File: src/rtl/display_scan_arbiter.sv
// Shared 4-digit multiplexed display owner: grants the display to one service,
// scans digits with a programmable divider and applies per-digit blink masks.
module display_scan_arbiter #(
  parameter int unsigned SCAN_DIV  = 65536,
  parameter int unsigned BLINK_DIV = 25000000
) (
  input  logic        clk,
  input  logic        resetn,
  input  logic [3:0]  svc_sel,
  input  logic [63:0] num_bus,
  input  logic [15:0] blink_bus,
  input  logic        force_blank,
  output logic [3:0]  anode,
  output logic [3:0]  digit,
  output logic [3:0]  grant,
  output logic        frame_start
);

  localparam int unsigned SW = (SCAN_DIV > 1) ? $clog2(SCAN_DIV) : 1;
  localparam int unsigned BW = (BLINK_DIV > 1) ? $clog2(BLINK_DIV) : 1;
  localparam logic [SW-1:0] SCAN_LAST  = SW'(SCAN_DIV - 1);
  localparam logic [BW-1:0] BLINK_LAST = BW'(BLINK_DIV - 1);

  logic [SW-1:0] div_cnt_q, div_cnt_d;
  logic [1:0]    idx_q, idx_d;
  logic [3:0]    grant_q, grant_d;
  logic [BW-1:0] blink_cnt_q, blink_cnt_d;
  logic          blink_phase_q, blink_phase_d;
  logic [3:0]    anode_q, anode_d;
  logic [3:0]    digit_q, digit_d;
  logic          frame_start_q, frame_start_d;

  logic          sel_valid;
  logic          scan_tc;
  logic          wrap;
  logic          blink_tc;
  logic          blank_now;
  logic [15:0]   owner_num;
  logic [3:0]    owner_blink;

  always_comb begin
    sel_valid     = $onehot(svc_sel);
    scan_tc       = (div_cnt_q == SCAN_LAST);
    wrap          = scan_tc && (idx_q == 2'd3);

    div_cnt_d     = scan_tc ? '0 : div_cnt_q + 1'b1;
    idx_d         = scan_tc ? idx_q + 2'd1 : idx_q;
    grant_d       = grant_q;
    frame_start_d = wrap;

    // An idle display is adopted immediately; an owned one only changes hands
    // at the frame boundary so a frame is never split between two services.
    if (grant_q == 4'b0000) begin
      if (sel_valid) begin
        grant_d       = svc_sel;
        idx_d         = 2'd0;
        div_cnt_d     = '0;
        frame_start_d = 1'b1;
      end
    end else if (wrap) begin
      grant_d = sel_valid ? svc_sel : 4'b0000;
    end

    blink_tc      = (blink_cnt_q == BLINK_LAST);
    blink_cnt_d   = blink_tc ? '0 : blink_cnt_q + 1'b1;
    blink_phase_d = blink_phase_q ^ blink_tc;

    case (grant_q)
      4'b1000: begin owner_num = num_bus[63:48]; owner_blink = blink_bus[15:12]; end
      4'b0100: begin owner_num = num_bus[47:32]; owner_blink = blink_bus[11:8];  end
      4'b0010: begin owner_num = num_bus[31:16]; owner_blink = blink_bus[7:4];   end
      4'b0001: begin owner_num = num_bus[15:0];  owner_blink = blink_bus[3:0];   end
      default: begin owner_num = 16'h0000;       owner_blink = 4'b0000;          end
    endcase

    blank_now = (grant_q == 4'b0000) || force_blank || (blink_phase_q && owner_blink[idx_q]);
    anode_d   = blank_now ? 4'b1111 : ~(4'b0001 << idx_q);
    digit_d   = blank_now ? 4'h0 : owner_num[{idx_q, 2'b00} +: 4];
  end

  always_ff @(posedge clk or negedge resetn) begin
    if (!resetn) begin
      div_cnt_q     <= '0;
      idx_q         <= 2'd0;
      grant_q       <= 4'b0000;
      blink_cnt_q   <= '0;
      blink_phase_q <= 1'b0;
      anode_q       <= 4'b1111;
      digit_q       <= 4'h0;
      frame_start_q <= 1'b0;
    end else begin
      div_cnt_q     <= div_cnt_d;
      idx_q         <= idx_d;
      grant_q       <= grant_d;
      blink_cnt_q   <= blink_cnt_d;
      blink_phase_q <= blink_phase_d;
      anode_q       <= anode_d;
      digit_q       <= digit_d;
      frame_start_q <= frame_start_d;
    end
  end

  assign anode       = anode_q;
  assign digit       = digit_q;
  assign grant       = grant_q;
  assign frame_start = frame_start_q;

endmodule

File: config.mk
export PLATFORM = sky130hd
export DESIGN_NAME = display_scan_arbiter
export DESIGN_NICKNAME = d
export VERILOG_FILES = /design/src/rtl/display_scan_arbiter.sv
export SDC_FILE = /design/constraint.sdc
export NUM_CORES = 1
export LEC_CHECK = 0
export BUFFER_PORTS_ARGS = -buffer_cell sky130_fd_sc_hd__buf_2
export CORE_MARGIN = 10
export CORE_UTILIZATION = 30
export CTS_BUF_LIST = sky130_fd_sc_hd__clkbuf_4 sky130_fd_sc_hd__clkbuf_8
export DETAILED_ROUTE_END_ITERATION = 16
export PLACE_DENSITY = 0.59
export SLEW_MARGIN = 25
export SYNTH_ARGS = -nofsm -noshare
export SYNTH_HDL_FRONTEND = slang
export SYNTH_SLANG_ARGS = --single-unit
export TNS_END_PERCENT = 50
File: constraint.sdc
create_clock -name clk -period 4.1 [get_ports clk]
set_clock_uncertainty 0.2 [all_clocks]
set_input_delay 0 -clock clk [delete_from_list [all_inputs] [get_ports clk]]
set_output_delay 0 -clock clk [all_outputs]
set_load 0.1 [all_outputs]
Yosys cells after proc, flatten, opt, wreduce, memory -nomap -nowiden. Cells that the tools add are included. Widths: inputs -> output; s select.

Add/sub/neg operators: 6. Magnitude comparators: 1. Equality and inequality tests: 9. Shift operators: 2. Muxes and demuxes: 19. Bitwise logic cells: 2. Reductions and logical operators: 7.

Operator list (count): $pmux 16 s4 (1); $mux 16 (3); $add 25x1->25 const B (1); $eq 25x25->1 const B (1); $mux 25 (1); $mux 4 (6); $add 16x1->16 const B (1); $eq 16x16->1 const B (1); $pmux 4 s4 (1); $shiftx 16x5->4 (1); $mux 2 (3); $add 1x1->2 (2); $eq 4x1->1 const B (1); $eq 4x2->1 const B (1); $eq 4x3->1 const B (1); $eq 4x4->1 const B (1); $logic_not 4->1 (1); $not 4->4 (1); $shl 1x2->4 const A (1); $add 2x2->3 (1); $eq 3x1->1 const B (1); $lt 2x3->1 const B (1); $mux 1 (3); $add 2x1->2 const B (1); other kinds (8) (10).

Register bits: 57. Input bits: 87. Output and inout port bits: 13. Logic and storage cells: 54.

Depth between registers and ports, before layout. Gate-level depths: netlist of the first run.

Depth after elaboration: 7. Gate-level depth with buffers: 11. Depth with buffers taken out: 10.

Worst setup path after synthesis of the first run. Ideal clock, no wire load.

Path kind: reg-to-reg. Start point: register grant_q[0], in the netlist grant[0]. End point: register digit_q[0], in the netlist digit[0]. Setup time: 0.128 ns. Data arrival time: 2.375 ns. Required time: 3.772 ns. Setup slack: 1.397 ns. Stages on the path, launching flop included: 8. Buffers on the path: 2. Period minus slack after synthesis: 2.703 ns. Cells stage by stage: dfrtp_1 buf_2 buf_4 nand3b_1 a211o_1 a221oi_2 o221a_4 nor4_2.

Word-level cells in the longest chain between the ends: 7.

RTL lines: from (decl) (RTL line 26) `logic [3:0] grant_q, grant_d;`; from (signal assigned) (RTL line 94) `grant_q <= grant_d;`; parallel branches: the longest is 6 deep, another holds $pmux 16 s4; $mux 4 * (RTL line 78) `digit_d = blank_now ? 4'h0 : owner_num[{idx_q, 2'b00} +: 4];`; net digit_d[0] (RTL line 30) `logic [3:0] digit_q, digit_d;`; to (signal assigned) (RTL line 98) `digit_q <= digit_d;`; to (decl) (RTL line 30).

Mark *: on every way through the listed nets, which the timed path passes. The select of a mux whose other input is x is not followed. A chain may end at the register's enable or synchronous reset.

Worst setup path after layout of the first run.
Start point: register grant_q[0], in the netlist grant[0]. End point: register digit_q[1], in the netlist digit[1].

The elaborated chain is that of the path after synthesis.

==> results of run 1 <==
[flip-flops by register name (all words and copies together) (netlist names)]
register and count:
blink_cnt_q 25, div_cnt_q 16, anode 4, digit 4
grant 4, idx_q 2, blink_phase_q 1, frame_start 1
[repair_timing]
item | 4_1_cts | 5_1_grt
resized for setup | 0 | 1
buffers inserted | 0 | 6
endpoints found under the hold margin | 65 | 0
endpoints found under the setup margin | 0 | 2
hold buffers | 14 | 0
[power breakdown]
group	internal [mW]	total (mW)	switching, mW
sequential	0.679	0.852	0.173
combinational	0.260	0.730	0.470
clock	0.290	0.503	0.212
total	1.23	2.08	0.856
[routing by layer]
layer  up-vias  part of all wire (%)  track usage [%]
met3        18                   9.5            4.600
met2       126                    45            19.41
met1      1519                    43            14.47
met4         0                   2.3            4.305
li1       1552                     -                -
met5         -                     0                0
[stage by stage]
step / worst slack, ps / area [sq um] / utilization (%)
6_report: 284.5 / 4522 / 39.43
5_1_grt: 84.44 / 4522 / 39.43
3_5_place_dp: 1253 / 4139 / 36.09
2_1_floorplan: 1397 / 3526 / -
4_1_cts: 93.38 / 4476 / 39.03
3_3_place_gp: 1320 / 4139 / 36.09
[synthesized netlist by cell type (all sizes together) (2+ instances only)]
master / count
a211o: 2
a21oi: 8
a221oi: 13
a22o: 4
a22oi: 16
a31oi: 4
and3: 5
and3b: 9
buf: 14
dfrtp: 53
dfstp: 4
ha: 8
inv: 17
mux2i: 4
nand2: 21
nand3: 28
nand3b: 6
nand4: 11
nor2: 46
nor3: 8
nor4: 10
nor4b: 4
o21ai: 10
or3: 2
or4: 2
xnor2: 20
xor2: 17
[path summary, 6_finish.rpt]
path / start / to / slack [ps] / depth (start not counted)
hold / removal: num_bus[44] / digit[0] / 5 / 5
setup reg to reg: grant[0] / digit[1] / 280 / 8
min in group asynchronous: resetn / blink_cnt_q[15] / 140 / 3
hold reg to reg: blink_cnt_q[0] / blink_cnt_q[0] / 270 / 1
max in group asynchronous: resetn / grant[1] / 3040 / 3
setup / recovery: grant[0] / digit[1] / 280 / 8
[kinds of logic after synthesis]
kind of cell | count (synthesis)
compound gates | 64
xor+xnor | 37
fa+ha+maj | 9
buf+inv | 33
flops | 57
mux | 5
simple gates | 156
[area by class of cell]
| class | count | area share [%] |
|---|---|---|
| Multi-Input combinational cell | 271 | 42.97 |
| Sequential cell | 57 | 31.68 |
| Timing Repair Buffer | 122 | 15.55 |
| Clock buffer | 14 | 4.123 |
| Tap cell | 143 | 3.957 |
| Inverter | 18 | 1.494 |
| Clock inverter | 2 | 0.2214 |
[cell usage in the layout, fill, tap and decap left out, drive strengths merged, types with 3 or more instances in the layout]
| cell type | n |
|---|---|
| a21oi | 8 |
| a221oi | 13 |
| a22o | 4 |
| a22oi | 16 |
| a31oi | 4 |
| and3 | 5 |
| and3b | 9 |
| buf | 108 |
| clkbuf | 14 |
| clkinv | 3 |
| dfrtp | 53 |
| dfstp | 4 |
| dlygate4sd3 | 14 |
| ha | 8 |
| inv | 17 |
| mux2i | 4 |
| nand2 | 21 |
| nand3 | 28 |
| nand3b | 6 |
| nand4 | 11 |
| nor2 | 46 |
| nor3 | 8 |
| nor4 | 10 |
| nor4b | 4 |
| o21ai | 10 |
| xnor2 | 20 |
| xor2 | 17 |
[worst max-delay path, delay by kind of cell (launching register included)]
family                 cells  cell delay, ps
AOI/OAI and AO/OA          2             240
buffers and inverters      3            1730
DFF                        1             650
and+or+nand+nor            3             910
==> impl_metrics.env, run 1 <==
export IMPL_antenna_cells=0
export IMPL_synth_seq_area_share_pct=40.60
export IMPL_grt_start_max_net_pins=58
export IMPL_clkTransAtPathRegs_ps=70
export IMPL_power_mw=2.085
export IMPL_final_nets=575
export IMPL_maxCapViolCount=0
export IMPL_whs_ps=4.618
export IMPL_cts_made_buffers=9
export IMPL_tritoncts="done"
export IMPL_period_needed_ps=3815
export IMPL_synthAdderAreaFrac_pct=3.407
export IMPL_clk_latency_ps=330
export IMPL_synth_cell_types=52
export IMPL_synth_xor_area_share_pct=9.191
export IMPL_multi_input_area_sq_um=1943
export IMPL_root_buffer="clkbuf_8"
export IMPL_cp_end_kind="flop"
export IMPL_tightest_slew_ps=924.7
export IMPL_tns_ps=0
export IMPL_yosys_warnings=0
export IMPL_grt_pass1_vias=3256
export IMPL_period_share_pct=93.06
export IMPL_wl_per_cell_um=16.09
export IMPL_antenna_found_initial=0
export IMPL_max_stage_delay_ps=700
export IMPL_synth_edff_count=0
export IMPL_yosys_area_share_simple_pct=26.54
export IMPL_post_route_drc_count=0
export IMPL_ff_latch_area_sq_um=1433
export IMPL_status="complete, no violations"
export IMPL_drv_slew=0
export IMPL_h_tree_depth=3
export IMPL_syn_to_final_growth_pct=28.25
export IMPL_slowest_stage="nor4b_4"
export IMPL_cts_sinks=57
export IMPL_chipWidth_um=128.4
export IMPL_dieArea_sq_um=16490
export IMPL_gp_congestion=0.8742
export IMPL_core_region_area_sq_um=11470
export IMPL_synth_seq_cells=57
export IMPL_hold_path_class="input port to flop"
export IMPL_placed_cells=591
export IMPL_synth_top_area_share_pct=37.62
export IMPL_synth_top_area_cell="dfrtp_1"
export IMPL_required_ps=4130
export IMPL_rsz0062_at_grt="no"
export IMPL_drtAntennaViolNets=0
export IMPL_critPathLaunchType="flop"
export IMPL_synthMuxAreaShare_pct=1.774
export IMPL_drt_iter0_drc=152
export IMPL_grt_pass1_wl_um=16460
export IMPL_drt_total_wl_um=10090
export IMPL_max_freq_ghz=0.2621
export IMPL_start_util_pct=30.75
export IMPL_p_per_area_nw_per_um2=461.1
export IMPL_netlist_area_sq_um=3526
export IMPL_grtUsageTotal_pct=12.09
export IMPL_dieHeight_um=128.4
export IMPL_synth_nets=457
export IMPL_io_pins=100
export IMPL_synthTopCellsByArea="dfrtp_1, xnor2_1, nor2_1"
export IMPL_setup_viol=0
export IMPL_synth_compound_area_share_pct=13.95
export IMPL_irDropWorstVdd_mv=0.2404
export IMPL_synth_top_family_by_area="simple AND/OR/NAND/NOR gates"
export IMPL_critPathArrivalTime_ps=3850
export IMPL_cpMostUsedCell="dlygate4sd3_1"
export IMPL_rows=39
export IMPL_layout_drive_gt1_share_pct=31.40
export IMPL_hold_viol=0
export IMPL_cp_max_fo=22
export IMPL_post_dp_hpwl_um=7621
export IMPL_p_leak_nw=2.112
export IMPL_final_cells=627
export IMPL_viasPerCell=5.128
export IMPL_fillers=1144
export IMPL_portBuffers=99
export IMPL_crit_chain="nor4b_4 > a22oi_1 > dlygate4sd3_1 > nand3_1 > dlygate4sd3_1 > a21oi_1 > dlygate4sd3_1 > nor4_2"
export IMPL_syn_avg_cell_area_sq_um=9.767
export IMPL_slew_headroom_pct=37.89
export IMPL_ys_async_sr_fraction_pct=100.0
export IMPL_overflow=0
export IMPL_clockBufferDepth=2
export IMPL_dr_total_vias=3215
export IMPL_netlist_instances=361
export IMPL_crit_type="flop to flop"
export IMPL_drt_pass1_iter_count=4
export IMPL_synth_ff_type="dfrtp_1"
(Power assumes the default switching activity.)
==> run 2: changes to the inputs <==
--- a/config.mk
+++ b/config.mk
@@ -12,2 +12,3 @@
 export DETAILED_ROUTE_END_ITERATION = 16
+export MAX_ROUTING_LAYER = met4
 export PLACE_DENSITY = 0.59
==> constraint.sdc (replaced) <==
create_clock -name clk -period 4.1 [get_ports clk]
set_clock_uncertainty 0.2 [all_clocks]
set_input_delay 0.82 -clock clk [delete_from_list [all_inputs] [get_ports clk]]
set_output_delay 0.82 -clock clk [all_outputs]
set_load 0.1 [all_outputs]
==> run 2 against run 1 <==
Against the previous run: clock power rose by 3%; design area shrank 4.2%; combinational power shrank 4.0%.
==> impl_metrics.env, run 2 (synthesis results as in run 1) <==
export IMPL_cp_top_family="adder cells"
export IMPL_cts_setup_buffers=0
export IMPL_power_frac_clock_pct=25.1
export IMPL_dr_total_vias=3103
export IMPL_period_needed_ps=2974
export IMPL_root_buffer="clkbuf_8"
export IMPL_viasPerCell=5.112
export IMPL_start_util_pct=30.75
export IMPL_p_per_area_nw_per_um2=477.8
export IMPL_max_stage_delay_ps=540
export IMPL_cts_made_buffers=9
export IMPL_fin_ws_ps=1126
export IMPL_power_mw=2.071
export IMPL_clkTransAtPathRegs_ps=60
export IMPL_cp_end_kind="flop"
export IMPL_p_switching_uw=868.9
export IMPL_dieHeight_um=128.4
export IMPL_drt_pass1_iter_count=4
export IMPL_top_register="blink_cnt_q"
export IMPL_final_nets=555
export IMPL_dieArea_sq_um=16490
export IMPL_slew_headroom_pct=36.29
export IMPL_portBuffers=99
export IMPL_tightest_slew_ps=948.5
export IMPL_slowest_stage="fa_1"
export IMPL_dpl_cell_area_sq_um=4139
export IMPL_seqPwrFrac_pct=41.0
export IMPL_setup_viol=0
export IMPL_grt_pass1_vias=3187
export IMPL_hold_viol=0
export IMPL_irDropWorstVdd_mv=0.2400
export IMPL_h_tree_depth=3
export IMPL_max_freq_ghz=0.3363
export IMPL_chipWidth_um=128.4
export IMPL_cts_repair_resized=0
export IMPL_largest_registers="blink_cnt_q (25), div_cnt_q (16)"
export IMPL_clockBufferDepth=2
export IMPL_layout_drive_gt1_share_pct=31.25
export IMPL_clk_latency_ps=350
export IMPL_fillers=1181
export IMPL_final_common_cell="buf_2"
export IMPL_crit_type="input port to flop"
export IMPL_tns_ps=0
export IMPL_io_pins=100
export IMPL_largest_reg_flops=25
export IMPL_period_share_pct=72.53
export IMPL_crit_chain="buf_2 > inv_1 > fa_1 > inv_1 > ha_1 > ha_1 > nor2_1 > nand2_1 > nor2_2 > or2_1 > nor2_1"
export IMPL_cp_max_fo=13
export IMPL_drt_iter0_drc=163
export IMPL_post_route_drc_count=0
export IMPL_place_ws_ps=732.9
export IMPL_grt_pass1_wl_um=16090
export IMPL_swShare_pct=41.95
export IMPL_syn_to_final_growth_pct=22.92
export IMPL_required_ps=4110
export IMPL_rsz0062_at_grt="no"
export IMPL_status="complete, no violations"
export IMPL_p_int_mw=1.202
export IMPL_antenna_cells=0
export IMPL_gp_congestion=0.8833
export IMPL_overflow=0
export IMPL_maxCapViolCount=0
export IMPL_drt_total_wl_um=9797
export IMPL_critPathLaunchType="input port"
export IMPL_drtAntennaViolNets=0
export IMPL_grtUsageTotal_pct=12.23
export IMPL_cts_sinks=57
export IMPL_p_leak_nw=2.017
export IMPL_combPwrFrac_pct=33.8
export IMPL_wl_per_cell_um=16.14
export IMPL_layout_common_cells="buf_2, dfrtp_1, nor2_1"
export IMPL_grt_start_max_net_pins=38
export IMPL_stdcell_area_sq_um=4334
export IMPL_antenna_found_initial=0
export IMPL_tritoncts="done"
export IMPL_critPathArrivalTime_ps=2980
export IMPL_drv_slew=0
export IMPL_worst_path_buf_inv=3
export IMPL_hold_path_class="flop to flop"
export IMPL_core_region_area_sq_um=11470
export IMPL_rows=39
export IMPL_post_dp_hpwl_um=7610
export IMPL_holdBufCountCts=0
## run 2: power groups by stage
stage / clock network, mW / registers [mW] / logic (mW)
floorplan: 0 / 0.989 / 0.383
global placement: 0 / 0.856 / 0.697
detailed placement: 0 / 0.858 / 0.708
CTS: 0.529 / 0.850 / 0.710
global route: 0.561 / 0.875 / 0.774
finish: 0.520 / 0.850 / 0.701
## run 2: metal layers
layer	share of wire [%]	GRT usage (%)	vias to the layer above
li1	-	-	1516
met4	1.6	4.305	0
met3	10	4.435	15
met5	0	-	-
met2	45	19.20	118
met1	43	14.12	1454
## run 2: final timing paths
path                              startpoint  slack, ps             to  depth (start not counted)
worst max-delay path              svc_sel[0]       1130  div_cnt_q[13]                         11
worst min-delay path            div_cnt_q[0]        280   div_cnt_q[0]                          1
worst max register to register      grant[2]       1220       digit[0]                          5
worst min register to register  div_cnt_q[0]        280   div_cnt_q[0]                          1
max in group asynchronous             resetn       2480       anode[0]                          2
min in group asynchronous             resetn        370       digit[1]                          1
## run 2: area by class of cell
| type | instances | area (sq um) | share of cell area [%] |
|---|---|---|---|
| Multi-Input combinational cell | 271 | 1943 | 44.83 |
| Sequential cell | 57 | 1431 | 33.03 |
| Timing Repair Buffer | 102 | 518.0 | 11.95 |
| Tap cell | 143 | 178.9 | 4.128 |
| Clock buffer | 10 | 137.6 | 3.176 |
| Inverter | 18 | 67.56 | 1.559 |
| Clock inverter | 6 | 57.56 | 1.328 |
## run 2: metrics by stage
step	std cells	hold slack, ps	util, %
2_1_floorplan	361	247.0	-
3_3_place_gp	591	264.8	36.09
3_5_place_dp	591	277.1	36.09
4_1_cts	607	285.5	37.80
5_1_grt	607	311.5	37.80
6_report	607	282.3	37.80
## run 2: worst register-to-register path: stages, from the launching register on
cell and delay, ps:
dfrtp_1 730, nor4b_4 860, a221oi_1 200, a221oi_2 420
o221a_4 300, nor4_2 60
==> run 3: changes to the inputs <==
PLACE_DENSITY = 0.61   (was 0.59)
clock period = 2.4 ns   (was 4.1 ns; I/O delays follow)
==> run 3 against run 2 <==
Against the previous run: hold slack got worse by 78 ps; count of clock-buffer cells in the layout decreased by 1; largest power group unchanged; critical path type is now flop to flop; sequential share of layout area is 1.7 points lower.
==> impl_metrics.env, run 3 (synthesis results as in run 1) <==
export IMPL_start_util_pct=30.75
export IMPL_period_needed_ps=2278
export IMPL_clk_latency_ps=330
export IMPL_place_ws_ps=-287.1
export IMPL_root_buffer="clkbuf_8"
export IMPL_syn_to_final_growth_pct=30.23
export IMPL_drtAntennaViolNets=0
export IMPL_busiest_layer="met2"
export IMPL_hold_path_class="input port to flop"
export IMPL_dr_total_vias=3160
export IMPL_rows=39
export IMPL_dieHeight_um=128.4
export IMPL_crit_chain="nor4b_4 > buf_6 > a221oi_1 > a221oi_2 > o221a_4 > nor4_2"
export IMPL_dpl_cell_area_sq_um=4365
export IMPL_fin_ws_ps=122.4
export IMPL_stdcell_area_sq_um=4592
export IMPL_drt_pass1_iter_count=5
export IMPL_max_stage_delay_ps=510
export IMPL_maxCapViolCount=0
export IMPL_met1_usage_pct=13.48
export IMPL_gr_usage_met2_pct=20.85
export IMPL_cts_setup_buffers=0
export IMPL_grt_pass1_vias=3305
export IMPL_chipWidth_um=128.4
export IMPL_crit_type="flop to flop"
export IMPL_drv_slew=0
export IMPL_power_frac_clock_pct=25.0
export IMPL_cp_max_fo=18
export IMPL_clkTransAtPathRegs_ps=70
export IMPL_io_pins=100
export IMPL_irDropWorstVdd_mv=0.3198
export IMPL_overflow=0
export IMPL_layout_common_cells="buf_2, dfrtp_1, nor2_1"
export IMPL_tritoncts="done"
export IMPL_antenna_cells=0
export IMPL_rsz0062_at_grt="no"
export IMPL_core_region_area_sq_um=11470
export IMPL_p_per_area_nw_per_um2=795.5
export IMPL_drt_total_wl_um=9846
export IMPL_slew_headroom_pct=64.84
export IMPL_tns_ps=0
export IMPL_p_int_mw=2.106
export IMPL_p_switching_mw=1.547
export IMPL_dieArea_sq_um=16490
export IMPL_hold_viol=0
export IMPL_viasPerCell=5.016
export IMPL_final_nets=578
export IMPL_post_dp_hpwl_um=7815
export IMPL_drt_iter0_drc=184
export IMPL_grt_pass1_wl_um=16240
export IMPL_final_common_cell="buf_2"
export IMPL_max_freq_ghz=0.4391
export IMPL_clockBufferDepth=2
export IMPL_seqPwrFrac_pct=38.8
export IMPL_post_route_drc_count=0
export IMPL_period_share_pct=94.90
export IMPL_setup_viol=0
export IMPL_antenna_found_initial=0
export IMPL_swShare_pct=42.34
export IMPL_largest_reg_flops=25
export IMPL_h_tree_depth=3
export IMPL_cp_top_family="compound AO/OA/AOI/OAI gates"
export IMPL_tightest_slew_ps=522.5
export IMPL_critPathLaunchType="flop"
export IMPL_layout_drive_gt1_share_pct=36.14
export IMPL_wl_per_cell_um=15.63
export IMPL_post_route_util_pct=40.04
export IMPL_cts_sinks=57
export IMPL_whs_ps=204.8
export IMPL_grtUsageTotal_pct=12.30
export IMPL_cts_made_buffers=9
export IMPL_status="complete, no violations"
export IMPL_cp_end_kind="flop"
export IMPL_critPathArrivalTime_ps=2300
export IMPL_slowest_stage="dfrtp_2"
export IMPL_top_register="blink_cnt_q"
export IMPL_combPwrFrac_pct=36.2
export IMPL_grt_start_max_net_pins=58
export IMPL_largest_registers="blink_cnt_q (25), div_cnt_q (16)"
export IMPL_gp_congestion=0.9058
export IMPL_worst_path_buf_inv=1
export IMPL_portBuffers=99
export IMPL_p_leak_nw=2.129
export IMPL_use_met3_pct=4.641
export IMPL_required_ps=2420
run 3: cell types whose count changed in the layout (fill, tap and decap cells not counted), moves of 2 or more:
cell	delta
buf_4	+19
clkinv_2	-4
dfrtp_1	-4
dfrtp_2	+4
clkinv_4	+3
buf_12	+2
ha_1	-2
run 3: area by class of cell:
type | count | area [sq um]
fill | 1118 | 6875
sequential | 57 | 1436
tap | 143 | 178.9
inverter | 18 | 70.07
clock inverter | 7 | 80.08
timing repair buffer | 125 | 721.9
clock buffer | 9 | 123.9
multi-input combinational | 271 | 1981
run 3: timing repair:
item                                    CTS  global route
gates resized for setup                   0             2
hold endpoints to repair                 53             0
hold buffers                              1             0
endpoints found under the setup margin    0            10
run 3: per-stage QoR:
| stage | instances | power (mW) |
|---|---|---|
| final | 630 | 3.653 |
| after global routing | 630 | 3.904 |
| after CTS | 630 | 3.699 |
| after detailed placement | 613 | 2.761 |
| after global placement | 613 | 2.729 |
| after floorplan | 361 | 2.358 |
run 3: worst paths after layout:
| kind | start | endpoint | slack (ps) | depth (start not counted) |
|---|---|---|---|---|
| setup / recovery | grant[2] | digit[0] | 120 | 6 |
| hold / removal | svc_sel[2] | grant[2] | 200 | 3 |
| setup reg to reg | grant[2] | digit[0] | 120 | 6 |
| hold reg to reg | blink_cnt_q[0] | blink_cnt_q[0] | 280 | 1 |
| max in group asynchronous | resetn | anode[2] | 1220 | 3 |
| min in group asynchronous | resetn | blink_cnt_q[6] | 450 | 3 |
run 3: per-layer routing:
layer	vias up	routed length [um]
li1	1557	-
met1	1492	4077
met2	106	4776
met3	5	933
met4	0	59
met5	-	0
run 3: worst reg2reg max path, cell delays in order, from the launching register on:
cell and delay, ps:
dfrtp_2 510, nor4b_4 340, buf_6 230, a221oi_1 130
a221oi_2 400, o221a_4 300, nor4_2 60
run 3: power groups by stage:
stage          clock [mW]  sequential, mW  combinational [mW]
2_1_floorplan           0            1.69               0.665
3_3_place_gp            0            1.42                1.31
3_5_place_dp            0            1.43                1.33
4_1_cts             0.947            1.41                1.34
5_1_grt             0.998            1.45                1.45
6_report            0.914            1.42                1.32
